**src/rtl/button_debouncer_if.sv**
```systemverilog
// Button debouncer signal bundle: raw button level in, conditioned level,
// edge pulses and press count out.
interface button_debouncer_if #(
   parameter int COUNT_WIDTH = 8
);
   logic                   IN;
   logic                   OUT;
   logic                   RISE;
   logic                   FALL;
   logic [COUNT_WIDTH-1:0] PRESS_COUNT;

   modport master (output IN, input OUT, RISE, FALL, PRESS_COUNT);
   modport slave  (input IN, output OUT, RISE, FALL, PRESS_COUNT);
endinterface

```
**src/rtl/button_debouncer.sv**
```systemverilog
// Two-flop synchroniser plus a four-state debounce FSM producing a clean level,
// one-cycle press/release pulses and a wrapping press counter.
module button_debouncer #(
   parameter int DEBOUNCE_CYCLES = 4,
   parameter int COUNT_WIDTH     = 8
) (
   input logic                CLK,
   input logic                RESET,
   button_debouncer_if.slave  bus
);
   localparam int CW = (DEBOUNCE_CYCLES < 2) ? 1 : $clog2(DEBOUNCE_CYCLES);
   localparam logic [CW-1:0] LAST = CW'(DEBOUNCE_CYCLES - 1);

   typedef enum logic [1:0] {
      RELEASED,
      PRESS_CHECK,
      PRESSED,
      RELEASE_CHECK
   } state_t;

   state_t                 state;
   logic                   sync1;
   logic                   sync2;
   logic [CW-1:0]          cnt;
   logic                   out_q;
   logic                   rise_q;
   logic                   fall_q;
   logic [COUNT_WIDTH-1:0] press_count;

   // Outputs are set on the transition edges, so they stay aligned with the state.
   always_ff @(posedge CLK or posedge RESET) begin
      if (RESET) begin
         sync1       <= 1'b0;
         sync2       <= 1'b0;
         state       <= RELEASED;
         cnt         <= '0;
         out_q       <= 1'b0;
         rise_q      <= 1'b0;
         fall_q      <= 1'b0;
         press_count <= '0;
      end else begin
         sync1  <= bus.IN;
         sync2  <= sync1;
         rise_q <= 1'b0;
         fall_q <= 1'b0;
         case (state)
            RELEASED: begin
               if (sync2) begin
                  state <= PRESS_CHECK;
                  cnt   <= '0;
               end
            end
            PRESS_CHECK: begin
               if (!sync2) begin
                  state <= RELEASED;
               end else if (cnt == LAST) begin
                  state       <= PRESSED;
                  out_q       <= 1'b1;
                  rise_q      <= 1'b1;
                  press_count <= press_count + COUNT_WIDTH'(1);
               end else begin
                  cnt <= cnt + CW'(1);
               end
            end
            PRESSED: begin
               if (!sync2) begin
                  state <= RELEASE_CHECK;
                  cnt   <= '0;
               end
            end
            RELEASE_CHECK: begin
               if (sync2) begin
                  state <= PRESSED;
               end else if (cnt == LAST) begin
                  state  <= RELEASED;
                  out_q  <= 1'b0;
                  fall_q <= 1'b1;
               end else begin
                  cnt <= cnt + CW'(1);
               end
            end
            default: state <= RELEASED;
         endcase
      end
   end

   assign bus.OUT         = out_q;
   assign bus.RISE        = rise_q;
   assign bus.FALL        = fall_q;
   assign bus.PRESS_COUNT = press_count;
endmodule

```
**src/flat_wrapper.sv**
```systemverilog
// flat-port wrapper written by rule: the top's interface ports become plain ports
module button_debouncer_flat 
#(
   parameter int DEBOUNCE_CYCLES = 4,
   parameter int COUNT_WIDTH     = 8
)
  (CLK, RESET, bus_IN, bus_OUT, bus_RISE, bus_FALL, bus_PRESS_COUNT);
  button_debouncer_if #(.COUNT_WIDTH(COUNT_WIDTH)) bus_i ();
  input logic CLK;
  input logic RESET;
  input wire logic [$bits(bus_i.IN)-1:0] bus_IN;
  output wire logic [$bits(bus_i.OUT)-1:0] bus_OUT;
  output wire logic [$bits(bus_i.RISE)-1:0] bus_RISE;
  output wire logic [$bits(bus_i.FALL)-1:0] bus_FALL;
  output wire logic [$bits(bus_i.PRESS_COUNT)-1:0] bus_PRESS_COUNT;
  assign bus_i.IN = bus_IN;
  assign bus_OUT = bus_i.OUT;
  assign bus_RISE = bus_i.RISE;
  assign bus_FALL = bus_i.FALL;
  assign bus_PRESS_COUNT = bus_i.PRESS_COUNT;
  button_debouncer #(.DEBOUNCE_CYCLES(DEBOUNCE_CYCLES), .COUNT_WIDTH(COUNT_WIDTH)) u_core (.CLK(CLK), .RESET(RESET), .bus(bus_i));
endmodule
```
**config.mk**
```make
export PLATFORM = sky130hd
export DESIGN_NAME = button_debouncer_flat
export DESIGN_NICKNAME = d
export VERILOG_FILES = /design/src/rtl/button_debouncer_if.sv /design/src/rtl/button_debouncer.sv /design/src/flat_wrapper.sv
export SDC_FILE = /design/constraint.sdc
export NUM_CORES = 1
export LEC_CHECK = 0
export BUFFER_PORTS_ARGS = -buffer_cell sky130_fd_sc_hd__buf_2
export CAP_MARGIN = 20
export CORE_MARGIN = 4
export CORE_UTILIZATION = 52
export CTS_CLUSTER_DIAMETER = 40
export DETAILED_ROUTE_END_ITERATION = 10
export PLACE_DENSITY = 0.77
export SKIP_CTS_REPAIR_TIMING = 1
export SYNTH_ARGS = -nofsm -noshare
export SYNTH_HDL_FRONTEND = slang
export SYNTH_SLANG_ARGS = --single-unit
export TNS_END_PERCENT = 5
```
**constraint.sdc**
```tcl
create_clock -name CLK -period 3.1 [get_ports CLK]
set_input_delay 0.31 -clock CLK [delete_from_list [all_inputs] [get_ports CLK]]
set_output_delay 0.31 -clock CLK [all_outputs]
set_load 0.02 [all_outputs]
```
== Word level (Yosys, flattened, before mapping) ==
Cells that the tools add are included.
Widths: inputs -> output; s select.
Operators by class
  reductions and logical operators: 6
  mux-type cells: 23
  eq/ne operators: 12
  add/sub/neg operators: 2
Operators by type and width (number)
  $mux 2: 11
  $pmux 2 s4: 2
  $mux 1: 9
  $add 8x1->8 const B: 1
  $ne 2x1->1 const B: 4
  $reduce_and 4->1: 2
  $eq 2x2->1 const B: 3
  $reduce_and 5->1: 1
  $ne 2x2->1 const B: 2
  $ne 3x1->1 const B: 1
  $ne 3x3->1 const B: 1
  $reduce_and 3->1: 1
  $add 2x1->2 const B: 1
  $eq 2x1->1 const B: 1
  $logic_not 2->1: 1
  $pmux 1 s2: 1
  $reduce_bool 2->1: 1
Word-level totals
  logic and storage cells: 51
  output and inout port bits: 11
  register bits after elaboration: 17

== Longest topological paths before layout ==
  word-level depth: 4
  gate-level depth with buffers: 5

== Worst setup path before layout ==
No wires, ideal clock.
  path type: reg-to-reg
  start point: reg u_core.cnt[0]
  end point: reg u_core.press_count[7] (netlist: u_core.bus.PRESS_COUNT[7])
  arrival time: 1.304 ns
  data required time: 3.021 ns
  cell stages (with the launch flop): 5
  path slack: 1.717 ns
  library setup time: 0.079 ns
  cells stage by stage: dfrtp_1 ha_1 nand4b_2 nor4_2 xor2_1
Between the ends
  cells in the longest elaborated chain, start to end: 2
Ends and longest elaborated chain
  start, declared: RTL line button_debouncer.sv:24  | logic [CW-1:0] cnt;
  start signal, assigned: RTL line button_debouncer.sv:62  | cnt <= cnt + CW'(1);
  start signal, assigned: RTL line button_debouncer.sv:79  | cnt <= cnt + CW'(1);
  $eq 2x2->1: RTL line button_debouncer.sv:56  | end else if (cnt == LAST) begin
  $reduce_and 3->1 (no line)
  end signal, assigned: RTL line button_debouncer.sv:60  | press_count <= press_count + COUNT_WIDTH'(1);
  end, declared: RTL line button_debouncer.sv:28  | logic [COUNT_WIDTH-1:0] press_count;
Every way passes these cells.
A chain may end at the register's enable or synchronous reset.

== Worst setup path after layout ==
Ends and elaborated chain as after synthesis.

==> summary.txt <==
Outcome
  – Status: finished clean

Power and ir drop
  – Switching fraction of total power: 33.6%
  – Int Pwr: 0.000367 W
  – Switching power: 0.000186 W
  – Sequential share of power: 56.2%
  – Pwr/cell area: 670 nW/um^2
  – Clock share of power: 20.9%
  – Maximum vdd drop: 0.652 mV
  – Static Leak: 0.448 nW
  – Logic pwr share: 22.9%

Clocking
  – Clk_lat worst skew: 0.29 ns
  – Clock Tree Root: clkbuf_4
  – H-tree depth: 1
  – Max Root-Sink Buffers: 2
  – CTS tree: yes
  – CTS sink count: 17
  – Clock slew at reported path FFs: 0.10 ns
  – CTS buffer count: 3

GRT
  – Largest net degree at the start of global routing: 18
  – Initial antenna violation count: 0
  – Global-route wire length before repair: 2010 um
  – Number of global-route vias before repair: 447
  – Gr usage total: 14.1%
  – Gr ovfl total: 0

Synth
  – Yosys reg bits: 17
  – Post-synthesis mux area share: 1.57%
  – Synth Area in Compound Gates: 4.87%
  – Syn_area_per_cell: 12.0 sq um
  – Commonest cells in the synthesized netlist: 17 x dfrtp_1, 9 x nand2_1, 4 x nand3_1, 4 x xnor2_1, 4 x xor2_1
  – Post-synthesis net count: 66
  – Ys Warns: 0
  – Ys flop type: dfrtp_1
  – Share of the synthesized area in the top cell type: 59.1%
  – EDFF count, synth: 0
  – Synth unique cells: 23
  – Area contributors post-synth: dfrtp_1 59%, ha_1 5.2%, xnor2_1 4.9%
  – Post-synthesis sequential area ratio: 59.1%
  – Synth async-reset ratio: 100%
  – Simple-Gate Fraction of Synth Area: 17.7%
  – Synthesized area: 719 sq um
  – Top-count cell post-synth: dfrtp_1
  – Post-Synth Adder-Cell Area: 5.22%
  – Synth area leader: dfrtp_1
  – Post-Synth XOR/XNOR Area: 9.74%
  – Synth Instances: 60
  – Largest family of logic cells by synthesized area: simple AND/OR/NAND/NOR gates

Worst setup path
  – Worst Path Arrival: 1.82 ns
  – Endpoint class of the critical path: register
  – Critical Path Start Type: register
  – Data required time of the worst path: 3.31 ns
  – WS Path Type: reg2reg
  – Critical Path Fanout Max: 7
  – CP top delay family: simple AND/OR/NAND/NOR gates
  – WP buf/inv: 0
  – CP cell instances: ha_1 -> nand4b_2 -> nor4_2 -> xor2_1
  – Slowest Stage Delay on Critical Path: 0.43 ns
  – Critical-path top delay cell: dfrtp_1

Die
  – Rows: 13
  – Initial core utilization: 55.3%
  – Die Y: 45.2 um
  – # IOs: 14
  – Area of the core: 1300 sq um
  – Die area: 2040 sq um
  – Die W: 45.2 um

Timing
  – Setup TNS: 0 ns
  – FMAX: 621 MHz
  – RSZ-0062 raised after global routing: no
  – Max-slew violations: 0
  – Setup Viol. Count Final: 0
  – Worst Tran Pin Value: 0.609 ns
  – Clock skew: 0.0123 ns
  – Slew margin rel.: 59.4%
  – Fin crit share: 51.9%
  – Final hold violations: 0
  – Fin crit period: 1.61 ns

Job
  – Max-Cap Viols: 0

Cells and area
  – Fin nets: 83
  – Area grow syn2layout: 14.6%
  – Share of post-route cells with drive strength above 1: 25.0%
  – FILL cells: 117
  – N_diodes: 0
  – Final Cell Area: 825 sq um

Detailed routing
  – Total Routed Length: 1240 um
  – Drt wl/cell: 13.6 um
  – DR vias/cell: 5.44
  – Vias: 495
  – Post-DRT Antenna Nets: 0
  – Iteration-0 DRC Markers: 7
  – 1st-pass router iterations: 5
  – Remaining DRCs: 0

Min path
  – Worst Hold Class: in2async

Place
  – RePlAce Congestion: 0.725
  – # port buffers: 13
  – Placed instance area: 798 sq um
  – Detail Placement HPWL: 918 um
==> layout by cell type (no fill, tap or decap) <==
cell and n:
xnor2_1 4, o21ai_1 2, a22o_1 1, clkbuf_4 3, and4b_1 1, nand3_1 4, nor2_1 1, a21oi_1 1
nor4_2 1, nand2_1 9, nand4_1 1, inv_2 1, nand4b_2 1, dfrtp_1 17, ha_1 3, a31oi_1 1
mux2_1 1, or4b_1 1, inv_1 1, xor2_1 4, buf_2 13, nor3_1 2, o21ai_0 1, nand2b_1 1
clkbuf_1 1
==> cell type report <==
class                           instances  area [sq um]  area share (%)
Clock buffer                            4          26.3            3.19
Inverter                                2          7.51           0.910
Multi-Input combinational cell         40           282            34.1
Sequential cell                        17           425            51.6
Tap cell                               15          18.8            2.28
Timing Repair Buffer                   13          65.1            7.89
==> worst paths after layout <==
check | startpoint | to | slack, ns | cells past startpoint
setup / recovery | u_core.cnt[0]$_DFFE_PP0P_ | u_core.bus.PRESS_COUNT[7]$_DFFE_PP0P_ | 1.49 | 4
hold / removal | RESET | u_core.bus.PRESS_COUNT[7]$_DFFE_PP0P_ | 0.07 | 2
setup reg to reg | u_core.cnt[0]$_DFFE_PP0P_ | u_core.bus.PRESS_COUNT[7]$_DFFE_PP0P_ | 1.49 | 4
hold reg to reg | u_core.sync1$_DFF_PP0_ | u_core.sync2$_DFF_PP0_ | 0.36 | 0
max in group asynchronous | RESET | u_core.bus.PRESS_COUNT[3]$_DFFE_PP0P_ | 2.62 | 2
min in group CLK | bus_IN | u_core.sync1$_DFF_PP0_ | 0.13 | 1
==> power by group through the flow <==
stage | clock network, W | registers, W | logic [W]
floorplan | 0 | 0.000311 | 0.0000935
global placement | 0 | 0.000311 | 0.000124
detailed placement | 0 | 0.000313 | 0.000127
CTS | 0.000118 | 0.000310 | 0.000129
global route | 0.000129 | 0.000318 | 0.000144
finish | 0.000116 | 0.000310 | 0.000127
==> per-layer routing <==
metal / wire length [um] / up-vias / global-route usage, %
met5: 0 / - / 0
met4: 10 / 0 / 3.51
met3: 65 / 2 / 6.37
met2: 590 / 11 / 20.6
met1: 569 / 244 / 19.2
li1: - / 238 / -
==> flip-flops by register name (all words and copies together) (netlist names), named ones only <==
register                flops
u_core.sync2                1
u_core.bus.FALL             1
u_core.bus.OUT              1
u_core.state                1
u_core.cnt                  2
u_core.bus.RISE             1
u_core.sync1                1
u_core.bus.PRESS_COUNT      8
==> kinds of logic after synthesis <==
logic type               count (synthesis)
AO/OA/AOI/OAI                            6
XOR/XNOR                                 8
adder cells (fa/ha/maj)                  3
buffers and inverters                    3
flip-flops                              17
multiplexers                             1
AND/OR/NAND/NOR                         22
==> stage by stage <==
stage	cells	power (W)	hold slack, ns	setup WS, ns	util (%)
floorplan	60	0.000404	0.236	1.72	-
global placement	87	0.000435	0.336	1.66	61.3
detailed placement	87	0.000441	0.340	1.52	61.3
CTS	91	0.000557	0.0973	1.49	63.4
global route	91	0.000592	0.110	1.32	63.4
finish	91	0.000553	0.0730	1.49	63.4
No activity file was read; power rests on OpenSTA's default activity.
